===== src/rtl/ffn_fx_pkg.sv =====
// Fixed-point constants and the round/saturate helper for the FFN activation path.
// All operands and results are signed Q6.9.
package ffn_fx_pkg;

    localparam int DW   = 16;
    localparam int FRAC = 9;
    localparam int PW   = 2 * DW;

    localparam logic [DW-1:0] Q_ONE   = 16'h0200;
    localparam logic [DW-1:0] SAT_MAX = 16'h7FFF;
    localparam logic [DW-1:0] SAT_MIN = 16'h8000;

    typedef struct packed {
        logic          sat;
        logic [DW-1:0] data;
    } glu_beat_t;

    // Q12.18 product -> Q6.9: add half an LSB, shift arithmetically, clip to DW bits.
    function automatic glu_beat_t sat_round_q69(input logic signed [PW-1:0] prod);
        logic signed [PW:0] biased;
        logic signed [PW:0] shifted;
        logic signed [PW:0] hi;
        logic signed [PW:0] lo;
        glu_beat_t          beat;
        hi      = (PW+1)'($signed(SAT_MAX));
        lo      = (PW+1)'($signed(SAT_MIN));
        biased  = (PW+1)'(prod) + (PW+1)'(1 << (FRAC - 1));
        shifted = biased >>> FRAC;
        if (shifted > hi) begin
            beat.sat  = 1'b1;
            beat.data = SAT_MAX;
        end else if (shifted < lo) begin
            beat.sat  = 1'b1;
            beat.data = SAT_MIN;
        end else begin
            beat.sat  = 1'b0;
            beat.data = shifted[DW-1:0];
        end
        return beat;
    endfunction

endpackage


===== src/rtl/glu_out_fifo.sv =====
// Synchronous output FIFO for gated results; head is shown combinationally,
// and reads as zero while empty.
module glu_out_fifo #(
    parameter int DEPTH = 4,
    parameter int W     = 17
) (
    input  logic                         clk,
    input  logic                         rst_n,
    input  logic                         push,
    input  logic [W-1:0]                 push_data,
    input  logic                         pop,
    output logic [W-1:0]                 pop_data,
    output logic                         empty,
    output logic [$clog2(DEPTH+1)-1:0]   count
);
    localparam int AW = $clog2(DEPTH);
    localparam int CW = $clog2(DEPTH + 1);

    logic [W-1:0]  mem [DEPTH];
    logic [AW-1:0] wr_ptr;
    logic [AW-1:0] rd_ptr;
    logic          full;
    logic          do_push;
    logic          do_pop;

    function automatic logic [AW-1:0] next_ptr(input logic [AW-1:0] p);
        return (p == AW'(DEPTH - 1)) ? '0 : p + AW'(1);
    endfunction

    assign empty    = (count == '0);
    assign full     = (count == CW'(DEPTH));
    assign do_push  = push && !full;
    assign do_pop   = pop && !empty;
    assign pop_data = empty ? '0 : mem[rd_ptr];

    always_ff @(posedge clk) begin
        if (do_push) begin
            mem[wr_ptr] <= push_data;
        end
    end

    always_ff @(posedge clk or negedge rst_n) begin
        if (!rst_n) begin
            wr_ptr <= '0;
            rd_ptr <= '0;
            count  <= '0;
        end else begin
            if (do_push) wr_ptr <= next_ptr(wr_ptr);
            if (do_pop)  rd_ptr <= next_ptr(rd_ptr);
            case ({do_push, do_pop})
                2'b10:   count <= count + CW'(1);
                2'b01:   count <= count - CW'(1);
                default: count <= count;
            endcase
        end
    end

    // The upstream credit scheme must make this impossible.
    overflow_check: assert property (@(posedge clk) disable iff (!rst_n) !(push && full));

endmodule


===== src/rtl/silu_glu_gate.sv =====
// SwiGLU gate: drives the SiLU unit, multiplies its result by the aligned up operand,
// rounds/saturates to Q6.9 and buffers behind a credit-protected output FIFO.
module silu_glu_gate
    import ffn_fx_pkg::*;
#(
    parameter int DEPTH = 4
) (
    input  logic          clk,
    input  logic          rst_n,
    input  logic          s_valid,
    output logic          s_ready,
    input  logic [DW-1:0] s_gate,
    input  logic [DW-1:0] s_up,
    output logic [DW-1:0] silu_x,
    input  logic [DW-1:0] silu_y,
    output logic          m_valid,
    input  logic          m_ready,
    output logic [DW-1:0] m_data,
    output logic          m_sat
);
    localparam int CW = $clog2(DEPTH + 1);
    localparam int OW = $clog2(DEPTH + 3);

    logic                 fire;
    logic                 p1_vld;
    logic                 p2_vld;
    logic [DW-1:0]        p1_up;
    logic signed [PW-1:0] p2_prod;
    logic [CW-1:0]        fifo_count;
    logic [OW-1:0]        occ;
    logic                 fifo_empty;
    glu_beat_t            push_beat;
    glu_beat_t            head_beat;

    // Every beat in flight or buffered holds a credit until it leaves the FIFO,
    // so P1/P2 can run freely without ever overrunning it.
    assign silu_x  = s_gate;
    assign occ     = OW'(p1_vld) + OW'(p2_vld) + OW'(fifo_count);
    assign s_ready = rst_n && (occ < OW'(DEPTH));
    assign fire    = s_valid && s_ready;

    always_ff @(posedge clk or negedge rst_n) begin
        if (!rst_n) begin
            p1_vld  <= 1'b0;
            p1_up   <= '0;
            p2_vld  <= 1'b0;
            p2_prod <= '0;
        end else begin
            p1_vld <= fire;
            p2_vld <= p1_vld;
            if (fire) begin
                p1_up <= s_up;
            end
            if (p1_vld) begin
                p2_prod <= PW'($signed(silu_y)) * PW'($signed(p1_up));
            end
        end
    end

    assign push_beat = sat_round_q69(p2_prod);

    glu_out_fifo #(
        .DEPTH (DEPTH),
        .W     ($bits(glu_beat_t))
    ) u_fifo (
        .clk       (clk),
        .rst_n     (rst_n),
        .push      (p2_vld),
        .push_data (push_beat),
        .pop       (m_ready),
        .pop_data  (head_beat),
        .empty     (fifo_empty),
        .count     (fifo_count)
    );

    assign m_valid = !fifo_empty;
    assign m_data  = head_beat.data;
    assign m_sat   = head_beat.sat;

endmodule

===== config.mk =====
export PLATFORM = sky130hd
export DESIGN_NAME = silu_glu_gate
export DESIGN_NICKNAME = d
export VERILOG_FILES = /design/src/rtl/ffn_fx_pkg.sv /design/src/rtl/glu_out_fifo.sv /design/src/rtl/silu_glu_gate.sv
export SDC_FILE = /design/constraint.sdc
export NUM_CORES = 1
export LEC_CHECK = 0
export BUFFER_PORTS_ARGS = -buffer_cell sky130_fd_sc_hd__buf_2
export CORE_UTILIZATION = 25
export DETAILED_ROUTE_END_ITERATION = 7
export PLACE_DENSITY = 0.5
export SLEW_MARGIN = 40
export SYNTH_ARGS = -nofsm -noshare
export SYNTH_HDL_FRONTEND = slang
export SYNTH_SLANG_ARGS = --single-unit

===== constraint.sdc =====
create_clock -name clk -period 7.4 [get_ports clk]
set_input_delay 1.11 -clock clk [delete_from_list [all_inputs] [get_ports clk]]
set_output_delay 1.11 -clock clk [all_outputs]
set_load 0.03 [all_outputs]

==> results of run 1 <==
[registers in the layout, indices dropped and copies added (netlist names)]
name	cells
p2_vld	1
p2_prod	24
u_fifo.mem	68
u_fifo.wr_ptr	2
u_fifo.rd_ptr	2
p1_vld	1
p1_up	16
u_fifo.count	3
[metal layers]
| layer | track usage, % | share of wire, % | vias to the layer above |
|---|---|---|---|
| met5 | 0 | 0 | - |
| met4 | 2.39 | 1.2 | 0 |
| met3 | 2.41 | 5.2 | 30 |
| met2 | 19.7 | 45 | 224 |
| met1 | 17.4 | 49 | 4855 |
| li1 | - | - | 4419 |
[layout make-up]
class                           instances  share of cell area, %
Multi-Input combinational cell        926                   60.8
Sequential cell                       117                   19.9
Inverter                              336                   7.66
Tap cell                              773                   5.87
Clock buffer                           17                   2.58
Timing Repair Buffer                   65                   2.22
Clock inverter                         15                  0.958
[worst paths after layout]
check | startpoint | to | cells past startpoint
min in group asynchronous | rst_n | u_fifo.rd_ptr[0]$_DFFE_PN0P_ | 2
min reg2reg | u_fifo.count[2]$_DFFE_PN0P_ | u_fifo.count[2]$_DFFE_PN0P_ | 1
max | silu_y[15] | p2_prod[28]$_DFFE_PN0P_ | 19
max in group asynchronous | rst_n | p1_up[12]$_DFFE_PN0P_ | 3
max reg2reg | p1_up[15]$_DFFE_PN0P_ | p2_prod[28]$_DFFE_PN0P_ | 20
min | u_fifo.count[2]$_DFFE_PN0P_ | u_fifo.count[2]$_DFFE_PN0P_ | 1
[cells by family after synthesis]
family | count (synthesis) | share of synthesized area [%]
AND/OR/NAND/NOR | 410 | 13.9
buffers and inverters | 403 | 10.7
adder cells (fa/ha/maj) | 350 | 42.7
flip-flops | 117 | 22.0
AO/OA/AOI/OAI | 86 | 4.15
XOR/XNOR | 46 | 2.71
multiplexers | 34 | 3.88
[cell usage in the layout, fill, tap and decap left out, drive strengths merged, types with 2 or more instances in the layout]
cell    synthesis  layout
inv           335     344
fa            262     262
nand2         187     187
and2          138     138
ha             87      87
edfxtp         68      68
buf            22      65
dfrtp          49      49
o21ai          31      31
xnor2          27      27
xor2           19      19
mux4           17      17
clkbuf         45      17
nor2           16      16
mux2           16      16
nand3          15      15
a21oi          12      12
a21o           12      12
nand4           9       9
nor3            8       8
and3            7       7
nand2b          6       6
nor2b           6       6
a31oi           6       6
clkinv          1       6
or3             5       5
and4            5       5
a211oi          5       5
a21boi          3       3
nor4            2       2
nand3b          2       2
o21a            2       2
a31o            2       2
o31ai           2       2
[stage by stage]
| stage | std cells | setup WS (ns) |
|---|---|---|
| floorplan | 1446 | 0.438 |
| global placement | 2216 | 0.299 |
| detailed placement | 2216 | 0.165 |
| CTS | 2248 | 0.608 |
| global route | 2249 | 0.321 |
| finish | 2249 | 0.591 |
==> results.yml, run 1 <==
floorplan:
  fp.dieH_um: 246
  die-area_sq_mm: 0.0604
  start_util_pct: 25.2
  pin_count: 87
  fp.dieW_um: 246
  rows: 89
  coreArea_sq_mm: 0.0589
yosys:
  ys.flop_type: "edfxtp_1"
  synth_cells: 1446
  ys_seq_area_share_pct: 22.0
  async_reset_ff_share_pct: 41.9
  synth_edf_count: 68
  synthTopCellsByCount: "inv_1 (335), fa_1 (262), nand2_1 (187)"
  synth_most_common_cell: "inv_1"
  synth.avg_cell_area_sq_um: 10.3
  synth_warnings: 0
  synth_top_area_cell: "fa_1"
  ys_ff_latch: 117
  netlist.area_leader.share_pct: 35.3
  ys_top_cells_by_area: "fa_1 (35%), edfxtp_1 (14%), inv_1 (8.5%)"
  synth_nets: 1847
  synth_area_sq_mm: 0.0149
  synthDistinctLibCells: 66
global_route:
  grt_max_degree: 51
  grt_overflow_total: 0
  grt_pass1_wl_mm: 58.0
  grt_pass1_vias: 10499
  grt_use_total_pct: 12.4
  antenna_found_initial: 0
cts:
  htree_levels: 4
  clock-root-buffer: "clkbuf_16"
  postCtsHoldBufs: 0
  cts_buffers: 17
  cts_num_sinks: 117
  path_clk_slew_ns: 0.07
  cts_max_path_buffers: 2
  cts_resized: 0
  post-cts-setup-buffers: 0
  cts_tree: "yes"
  clkLatencyLatePin_ns: 0.43
timing:
  max_freq_mhz: 147
  period_minus_slack_ns: 6.81
  final_max_slew_viol_count: 0
  fin_tns_setup_ns: 0
  fin_skew_ns: 0.0147
  fin_crit_sh_pct: 92.0
  rsz0062_at_grt: "false"
  slew_headroom_pct: 46.4
  finalSetupViolations: 0
  whs_ns: 0.539
  worst_pin_slew_ns: 0.804
  hold_viol: 0
placement:
  port_buffers: 54
  hpwlAfterDp_mm: 28.2
  post_dp_cell_area_sq_mm: 0.0159
  routabilityCongestion: 0.851
finish:
  seqCellArea_sq_mm: 0.00327
  drive_gt1_share_pct: 10.4
  final_nets: 1864
  finalInstanceArea_sq_mm: 0.0165
  antenna_cells: 0
  area_growth_pct: 10.7
  num-fill-cells: 6171
  fin_util_pct: 27.9
  multi_input_area_sq_mm: 0.0100
critical_path:
  crit_arrival_ns: 7.13
  cpLargestDelayFamily: "adder cells"
  critPathMaxFanout: 16
  worst-path-buf-inv: 4
  critPathKind: "primary input to flip-flop"
  start_kind: "primary input"
  crit_path_cell_trace: "buf_2, nand2_1, fa_1, inv_1, fa_1, fa_1, fa_1, fa_1, inv_1, fa_1, inv_1, ha_1, a21o_1, a21o_1, a21o_1, a221o_2, a21o_1, xor2_1, mux2_2"
  slowest_delay_ns: 0.75
  setup.worst_path.end_class: "flip-flop"
  regToRegSetupSlack_ns: 0.67
  cp.required_ns: 7.72
  critPathSlowestCell: "fa_1"
  crit_path_frequent_cell: "fa_1"
drt:
  vias_per_cell: 4.24
  route.detailed.drc: 0
  drt_iter0_drc: 523
  drt_wl_total_mm: 34.9
  dr.pass1.iters: 4
  num_vias: 9528
  ant_nets: 0
  wl_per_cell_um: 15.5
run:
  maxCapViolations: 0
hold_path:
  hold_class: "flip-flop to flip-flop"
run_status:
  outcome: "finished clean"
Power of run 1 is left out: the tool's default activity adds up to more than one toggle a clock period on the data nets, which glitch-free logic cannot reach.
==> run 2, diff against run 1 <==
--- a/config.mk
+++ b/config.mk
@@ -8,8 +8,9 @@
 export BUFFER_PORTS_ARGS = -buffer_cell sky130_fd_sc_hd__buf_2
 export CORE_UTILIZATION = 25
 export DETAILED_ROUTE_END_ITERATION = 7
-export PLACE_DENSITY = 0.5
+export PLACE_DENSITY_LB_ADDON = 0.3
 export SLEW_MARGIN = 40
 export SYNTH_ARGS = -nofsm -noshare
 export SYNTH_HDL_FRONTEND = slang
+export SYNTH_HIERARCHICAL = 1
 export SYNTH_SLANG_ARGS = --single-unit
==> results.yml, run 2 <==
yosys:
  async_reset_ff_share_pct: 41.9
  synth_nets: 1880
  synth_cells: 1479
  synth_warnings: 6
  synth_edf_count: 68
  synth_area_sq_mm: 0.0151
  synthTopCellsByCount: "inv_1 (335), fa_1 (262), nand2_1 (191)"
  ys_top_cells_by_area: "fa_1 (35%), edfxtp_1 (14%), inv_1 (8.3%)"
  synth_most_common_cell: "inv_1"
  synth.avg_cell_area_sq_um: 10.2
  ys_ff_latch: 117
  ys.flop_type: "edfxtp_1"
  synth_top_area_cell: "fa_1"
  synthDistinctLibCells: 71
  ys_seq_area_share_pct: 21.7
  netlist.area_leader.share_pct: 34.8
floorplan:
  fp.dieH_um: 248
  coreArea_sq_mm: 0.0592
  fp.dieW_um: 248
  start_util_pct: 25.4
  rows: 89
  die-area_sq_mm: 0.0613
  pin_count: 87
placement:
  port_buffers: 54
  hpwlAfterDp_mm: 28.5
  routabilityCongestion: 0.789
run_status:
  violations: "DRC"
  outcome: "complete, but fails checks"
global_route:
  grt_pass1_wl_mm: 58.9
  antenna_found_initial: 1
  grt_use_total_pct: 12.4
  grt_overflow_total: 0
  grt_max_degree: 35
  grt_pass1_vias: 10946
drt:
  drt-met1-wl_mm: 17.0
  wl_per_cell_um: 15.2
  ant_nets: 0
  num_vias: 9807
  wl_met2_mm: 16.3
  maxUsedRoutingLayer: "met4"
  drt_iter0_drc: 458
  drt_wl_total_mm: 35.1
  vias_per_cell: 4.24
  route.detailed.drc: 5
  dr.pass1.iters: 8
  wl_met3_mm: 1.20
finish:
  antenna_cells: 0
  max_flop_register: "u_fifo/mem"
  final_common_cell: "inv_1"
  fin_util_pct: 28.4
  num-fill-cells: 6268
  top_regs: "u_fifo/mem: 68 flops, p2_prod: 24 flops, p1_up: 16 flops"
  drive_gt1_share_pct: 11.6
  area_growth_pct: 11.7
  largest_reg_flops: 68
  final_cell_mix: "inv_1 (335), fa_1 (262), nand2_1 (191)"
  final_nets: 1926
timing:
  hold_viol: 0
  worst_pin_slew_ns: 0.748
  rsz0062_at_grt: "false"
  period_minus_slack_ns: 6.96
  final_max_slew_viol_count: 0
  finalSetupViolations: 0
  fin_crit_sh_pct: 94.0
  max_freq_mhz: 144
  slew_headroom_pct: 49.8
  fin_skew_ns: 0.0147
cts:
  htree_levels: 4
  cts_buffers: 17
  cts_num_sinks: 117
  post-cts-setup-buffers: 0
  clock-root-buffer: "clkbuf_16"
  path_clk_slew_ns: 0.06
  cts_tree: "yes"
  cts_max_path_buffers: 2
  clkLatencyLatePin_ns: 0.44
critical_path:
  cp.required_ns: 7.69
  start_kind: "primary input"
  setup.worst_path.end_class: "flip-flop"
  critPathKind: "primary input to flip-flop"
  crit_arrival_ns: 7.25
  critPathMaxFanout: 14
run:
  maxCapViolations: 0
hold_path:
  hold_class: "flip-flop to flip-flop"
==> run 2: worst paths after layout <==
check,start,to,slack [ns],cells after the start
setup reg to reg,p1_up[6]$_DFFE_PN0P_,p2_prod[27]$_DFFE_PN0P_,0.59,21
max in group asynchronous,rst_n,u_fifo/rd_ptr[1]$_DFFE_PN0P_,5.93,3
setup / recovery,silu_y[6],p2_prod[27]$_DFFE_PN0P_,0.44,23
hold / removal,p2_prod[22]$_DFFE_PN0P_,p2_prod[22]$_DFFE_PN0P_,0.57,1
hold reg to reg,p2_prod[22]$_DFFE_PN0P_,p2_prod[22]$_DFFE_PN0P_,0.57,1
min in group asynchronous,rst_n,p1_up[14]$_DFFE_PN0P_,0.69,2
==> run 2: repair_timing <==
| item | CTS | global route |
|---|---|---|
| hold buffers | 0 | 0 |
| setup endpoints to repair | 0 | 1 |
| resized for setup | 0 | 1 |
==> run 2: stage by stage <==
step                      hold WS, ns  instance area, sq um  setup WS, ns  instances  setup TNS [ns]
final                           0.565                 16800         0.440       2311               0
after floorplan                 0.461                 15100         0.359       1479               0
after detailed placement        0.553                 16300        -0.162       2279          -0.183
after global routing            0.597                 16800         0.128       2311               0
after CTS                       0.566                 16800         0.292       2311               0
after global placement          0.545                 16300        -0.205       2279          -0.205
==> run 2: logic make-up (layout without fill, tap and decap cells) <==
kind of cell,Yosys count,count (layout),share of synthesized area (%)
buffers and inverters,403,462,10.7
and+or+nand+nor,443,443,15.2
adders and majority gates,349,349,42.0
AOI/OAI and AO/OA,95,95,4.14
xor gates and xnor gates,40,40,2.32
DFF,117,117,21.7
muxes,32,32,3.88
==> run 2: layer usage <==
metal	track usage, %	vias to the layer above
met3	2.18	37
met5	0	-
met2	20.4	172
li1	-	4622
met1	16.7	4976
met4	3.01	0
==> run 2: final cells by class <==
cell class	instances	area, sq um	area share, %
well taps	773	967	5.74
inverters	337	1260	7.51
clock inverters	15	150	0.892
repair buffers	93	563	3.34
flip-flops and latches	117	3270	19.4
multi-input cells	959	10200	60.6
clock buffers	17	425	2.53
==> run 2: critical path, cell delays in order <==
cell	delay, ns
buf_2	0.21
buf_4	0.18
and2_1	0.14
fa_1	0.48
inv_1	0.05
fa_1	0.48
inv_1	0.05
ha_1	0.21
fa_1	0.53
inv_1	0.05
fa_1	0.46
fa_1	0.55
inv_1	0.05
ha_1	0.30
buf_4	0.15
a311o_1	0.32
o22ai_1	0.52
nor4b_1	0.19
o31ai_1	0.26
buf_4	0.17
a21oi_1	0.09
a2111oi_0	0.57
o31ai_1	0.13
Power of run 2 is left out for the same reason.
